## src/rtl/if_fetch_unit.sv

```systemverilog
// Instruction-fetch front end: PC owner, imem req/ack handshake, IF/ID feed.
// Optional FETCH_BUF_EN keeps a word that arrives during a stall, so it is not fetched again.
module if_fetch_unit #(
    parameter logic [31:0] RESET_PC = 32'h0000_3000,
    parameter logic [31:0] PC_STEP  = 32'd4
) (
    input  logic        clk,
    input  logic        rst,
    input  logic        PC_IFWrite,
    input  logic        IF_flush,
    input  logic [31:0] target_pc,
    output logic        imem_req,
    output logic [31:0] imem_addr,
    input  logic        imem_ack,
    input  logic [31:0] imem_rdata,
    output logic [31:0] pc_out,
    output logic [31:0] instr_out,
    output logic        fetch_valid
);

    typedef enum logic [1:0] {
        IDLE,
        REQ
`ifdef FETCH_BUF_EN
        , HOLD
`endif
    } state_t;

    state_t      state_reg, state_next;
    logic [31:0] pc_reg, pc_next;
    logic        redir_pend_reg, redir_pend_next;
    logic [31:0] redir_pc_reg, redir_pc_next;
`ifdef FETCH_BUF_EN
    logic [31:0] buf_reg, buf_next;
`endif

    always_ff @(posedge clk) begin
        if (rst) begin
            state_reg      <= IDLE;
            pc_reg         <= RESET_PC;
            redir_pend_reg <= 1'b0;
            redir_pc_reg   <= 32'h0;
`ifdef FETCH_BUF_EN
            buf_reg        <= 32'h0;
`endif
        end else begin
            state_reg      <= state_next;
            pc_reg         <= pc_next;
            redir_pend_reg <= redir_pend_next;
            redir_pc_reg   <= redir_pc_next;
`ifdef FETCH_BUF_EN
            buf_reg        <= buf_next;
`endif
        end
    end

    always_comb begin
        state_next      = state_reg;
        pc_next         = pc_reg;
        redir_pend_next = redir_pend_reg;
        redir_pc_next   = redir_pc_reg;
`ifdef FETCH_BUF_EN
        buf_next        = buf_reg;
`endif
        imem_req        = 1'b0;
        fetch_valid     = 1'b0;
        instr_out       = 32'h0;

        case (state_reg)
            IDLE: begin
                state_next = REQ;
            end
            REQ: begin
                imem_req = 1'b1;
                if (imem_ack) begin
                    if (IF_flush || redir_pend_reg) begin
                        // Word belongs to the squashed path; the redirect wins.
                        pc_next         = IF_flush ? target_pc : redir_pc_reg;
                        redir_pend_next = 1'b0;
                    end else if (PC_IFWrite) begin
                        fetch_valid = 1'b1;
                        instr_out   = imem_rdata;
                        pc_next     = pc_reg + PC_STEP;
                    end else begin
`ifdef FETCH_BUF_EN
                        buf_next   = imem_rdata;
                        state_next = HOLD;
`endif
                        // Without the buffer the word is dropped and the same pc is reissued.
                    end
                end else if (IF_flush) begin
                    // Address must stay stable until ack, so remember the redirect.
                    redir_pend_next = 1'b1;
                    redir_pc_next   = target_pc;
                end
            end
`ifdef FETCH_BUF_EN
            HOLD: begin
                fetch_valid = 1'b1;
                instr_out   = buf_reg;
                if (IF_flush) begin
                    pc_next    = target_pc;
                    buf_next   = 32'h0;
                    state_next = REQ;
                end else if (PC_IFWrite) begin
                    pc_next    = pc_reg + PC_STEP;
                    state_next = REQ;
                end
            end
`endif
            default: begin
                state_next = IDLE;
            end
        endcase
    end

    assign imem_addr = pc_reg;
    assign pc_out    = pc_reg;

endmodule

```

## config.mk

```make
export PLATFORM = sky130hd
export DESIGN_NAME = if_fetch_unit
export DESIGN_NICKNAME = d
export VERILOG_FILES = /design/src/rtl/if_fetch_unit.sv
export SDC_FILE = /design/constraint.sdc
export NUM_CORES = 1
export LEC_CHECK = 0
export BUFFER_PORTS_ARGS = -buffer_cell sky130_fd_sc_hd__clkbuf_2
export CORE_MARGIN = 10
export CORE_UTILIZATION = 53
export CTS_CLUSTER_DIAMETER = 30
export CTS_CLUSTER_SIZE = 25
export DETAILED_ROUTE_END_ITERATION = 12
export GPL_TIMING_DRIVEN = 0
export PLACE_DENSITY = 0.87
export SYNTH_ARGS = -nofsm -noshare
export SYNTH_HDL_FRONTEND = slang
export SYNTH_SLANG_ARGS = --single-unit
export TNS_END_PERCENT = 5
```

## constraint.sdc

```tcl
create_clock -name clk -period 2.8 [get_ports clk]
set_input_delay 0.28 -clock clk [delete_from_list [all_inputs] [get_ports clk]]
set_output_delay 0.28 -clock clk [all_outputs]
set_load 0.1 [all_outputs]
```

# Yosys cells after proc, flatten, opt, wreduce, memory -nomap -nowiden
# Index checks and enable logic that the tools add are counted.
# totals
register_bits	67
in_bits	69
output_inout_bits	98
wordCells	31
# op_classes
n_addsub	1
eq_ne	2
mux	16
bitwise_logic	1
reduce_logical	7
# ops
cell	n
32-bit 2-to-1 mux	7
32-bit by 3-bit adder with 32-bit output (second input constant)	1
1-bit 2-to-1 mux	8
3-bit AND reduction	2
2-bit case mux with 2 select lines	1
2-bit nonzero test	2
2-bit by 1-bit == test with 1-bit output (second input constant)	1
2-bit zero test	1
2-bit by 1-bit != test with 1-bit output (second input constant)	1
2-bit AND reduction	1
1-bit logical OR	1
1-bit NOT	1

# Logic depth before layout (Yosys ltp)
# depth
depth_word	4
mapped_depth	8
depth_no_buf	6

# Worst setup path before layout
# No wires, ideal clock.
# synth_timing
kind	register to output
start	register state_reg[0]
end	output instr_out[10]
t_arrival_ns	2.839
required_ns	2.520
slack_ns	-0.319
stages_incl_launch_ff	6
path_buffers	3
cell_sequence	dfxtp_1 o311a_1 clkbuf_1 clkbuf_1 clkbuf_1 and3_1
# synth_via
elab_chain_cells	2
# synth_lines
element	line	text
start, declared	29	state_t state_reg, state_next;
start signal, assigned	47	state_reg <= state_next;
2-bit by 1-bit == test with 1-bit output	69	case (state_reg)
32-bit 2-to-1 mux	69	
end, declared	17	output logic [31:0] instr_out,
# Every way passes these cells.

# Worst setup path in the final report
# layout_timing
start	register redir_pend_reg
end	output instr_out[4]
# layout_via
elab_chain_cells	4
# layout_lines
element	line	text
start, declared	31	logic redir_pend_reg, redir_pend_next;
start signal, assigned	49	redir_pend_reg <= redir_pend_next;
1-bit logical OR	76	if (IF_flush || redir_pend_reg) begin
32-bit 2-to-1 mux	76	
32-bit 2-to-1 mux	75	if (imem_ack) begin
32-bit 2-to-1 mux	69	
# Every way passes these cells.

==> flow_metrics.py <==
metrics = {
    "timing": {
        "rsz0062_at_grt": "false",
        "drv_slew": 0,
        "layout_setup_ws_ns": 0.1269,
        "skew_ns": 0.01359,
        "min_period_over_period": 0.9547,
        "fin_tns_setup_ns": 0,
        "final.min_clock_period_ns": 2.673,
        "fmax_ghz": 0.3741,
        "hold_viol_final": 0,
        "setup_viol": 0,
        "slew_headroom": 0.5003,
        "worst_pin_slew_ns": 0.7445,
    },
    "die": {
        "rows": 31,
        "start_util": 0.5547,
        "core_um2": 7370,
        "dieArea_um2": 11630,
        "ios": 167,
        "die_w_um": 107.8,
        "fp.dieH_um": 107.8,
    },
    "clock_tree": {
        "cts_tree": "done",
        "clock-sinks": 66,
        "path_clk_slew_ns": 0.08,
        "cts_max_path_buffers": 2,
        "clockRootBuffer": "clkbuf_8",
        "insertion_delay_ns": 0.36,
        "cts_hold_buf": 0,
        "htree_levels": 3,
        "numCtsBuffers": 9,
    },
    "global_route": {
        "antenna_found_initial": 0,
        "grt_usage": 0.2703,
        "grt_pass1_vias": 5056,
        "grt_max_degree": 11,
        "overflow": 0,
        "grt_pass1_wl_um": 25340,
    },
    "critical_path": {
        "cp.arrival_ns": 2.39,
        "crit_start": "redir_pend_reg",
        "worstPathRequired_ns": 2.52,
        "crit_path_start_kind": "flip-flop",
        "crit_type": "reg2out",
        "crit_fanout": 10,
        "rr_startpoint": "imem_addr[2]",
        "r2r_slack_ns": 0.33,
        "endpoint_kind": "output port",
    },
    "routing": {
        "ant_nets": 0,
        "via_per_inst": 6.015,
        "met3WireLength_um": 1966,
        "wl_per_cell_um": 19.53,
        "drt-initial-drc-count": 510,
        "vias": 5083,
        "routed_wl_um": 16500,
        "drc_errors": 0,
        "wl_met2_um": 7796,
        "top_layer": "met4",
        "met1_length_um": 6177,
        "drt-pass1-iter-count": 6,
    },
    "logic_synthesis": {
        "ys_seq_area_frac": 0.3232,
        "syn_nets": 633,
        "async_reset_ff_frac": 0,
        "yosys.area.top_type_share": 0.3232,
        "synth_cells": 563,
        "ys_seq_elements": 66,
        "yosys-top-cells-area": "dfxtp_1 (32%), nand2_1 (10%), a21oi_1 (7.0%)",
        "synth_edf_count": 0,
        "synthTopCellsByCount": "nand2_1 (110), dfxtp_1 (66), a21oi_1 (57), and3_1 (38), clkbuf_1 (35)",
        "yosysTopAreaCell": "dfxtp_1",
        "ys_types": 60,
        "synth_area_um2": 4088,
        "synthFlopType": "dfxtp_1",
        "synth.most_common_cell": "nand2_1",
        "avgSynthCellArea_um2": 7.261,
        "yosys_warnings": 0,
    },
    "finish": {
        "diodes": 0,
        "drive_above_1_share": 0.3499,
        "finish.net_count": 811,
        "utilization": 0.7212,
        "area.growth.synth_to_final_pct": 30.03,
        "n_fill_cell": 622,
    },
    "place": {
        "finalWeightedCongestion": 0.9944,
        "io_buffers": 165,
        "place_ws_ns": -0.1727,
        "dp.final_hpwl_um": 12520,
    },
    "min_path": {
        "hp-class": "in2reg",
        "hold_start": "target_pc[25]",
    },
    "power": {
        "p_leak_uw": 0.002422,
        "vdd_ir_drop_max_uv": 455.0,
        "power_per_cell_area_nw_per_um2": 522.1,
    },
    "flow_run": {
        "cap_viol_max_count": 0,
    },
    "outcome": {
        "outcome": "finished clean",
    },
}
[worst max-delay path, cell delays in order (launching register included)]
cell and delay (ns):
dfxtp_1 0.33, clkbuf_1 0.30, nor2_4 0.23, clkbuf_2 0.29, clkbuf_1 0.30, and3_1 0.25, clkbuf_4 0.34
[cells in the final DEF, fill, tap and decap left out, types with 3 or more instances in the layout]
cell type    n
a211oi_1    11
a21oi_1     57
a221oi_1     3
a22oi_1      3
a311oi_1     5
a31oi_1      8
and3_1      17
and3_2      21
and4_1       3
buf_1        5
buf_2        5
buf_4       36
clkbuf_1    34
clkbuf_2   144
clkbuf_4    23
clkbuf_8    14
clkinv_2     3
dfxtp_1     66
inv_1       11
mux2i_1      5
nand2_1    110
nand2b_1     8
nand3_1     19
nand4_1     13
nor2_1      24
nor3_1      13
o211ai_1     5
o21ai_0     28
o21ai_1      3
[layer usage]
metal | GRT usage | vias to the layer above
met1 | 0.3012 | 2293
met2 | 0.4701 | 392
met3 | 0.07365 | 65
li1 | - | 2333
met5 | 0 | -
met4 | 0.1183 | 0
[worst paths after layout]
| path | end | depth (start not counted) |
|---|---|---|
| worst max-delay path | instr_out[4] | 6 |
| worst min-delay path | redir_pc_reg[25] | 3 |
| worst max register to register | imem_addr[26] | 6 |
| worst min register to register | redir_pc_reg[3] | 2 |
[logic make-up (layout without fill, tap and decap cells)]
group | after synthesis | in the layout | share of synthesized area
adder cells (fa/ha/maj) | 1 | 1 | 0.003060
AND/OR/NAND/NOR | 249 | 249 | 0.3033
multiplexers | 6 | 6 | 0.01500
AO/OA/AOI/OAI | 148 | 148 | 0.2265
flip-flops | 66 | 66 | 0.3232
buffers and inverters | 93 | 276 | 0.1289
[through the flow]
step	std cells	area [µm²]	hold slack [ns]	total power, µW
finish	845	5315	0.1560	2775
detailed placement	827	5064	0.4480	2051
global route	845	5315	0.1645	2856
floorplan	563	4114	0.4160	1829
CTS	842	5291	0.1591	2749
global placement	827	5064	0.4424	2038
[power breakdown]
group | internal, µW | switching, µW | total [µW]
clock network | 343 | 382 | 725
logic | 221 | 783 | 1000
registers | 985 | 60.8 | 1050
[what timing repair did]
item	4_1_cts	5_1_grt
setup endpoints to repair	32	24
gates resized for setup	27	2
pin swaps	0	1
buffers inserted	0	3
[final cells by class]
type / count / area [µm²] / share of cell area
sequential: 66 / 1321 / 0.2486
timing repair buffer: 168 / 905.9 / 0.1704
inverter: 11 / 41.29 / 0.007768
clock buffer: 13 / 148.9 / 0.02801
multi-input combinational: 404 / 2275 / 0.4280
tap: 99 / 123.9 / 0.02331
clock inverter: 3 / 15.01 / 0.002825
buffer: 81 / 484.2 / 0.09110
Note: power is estimated with default switching activity, not from simulation.
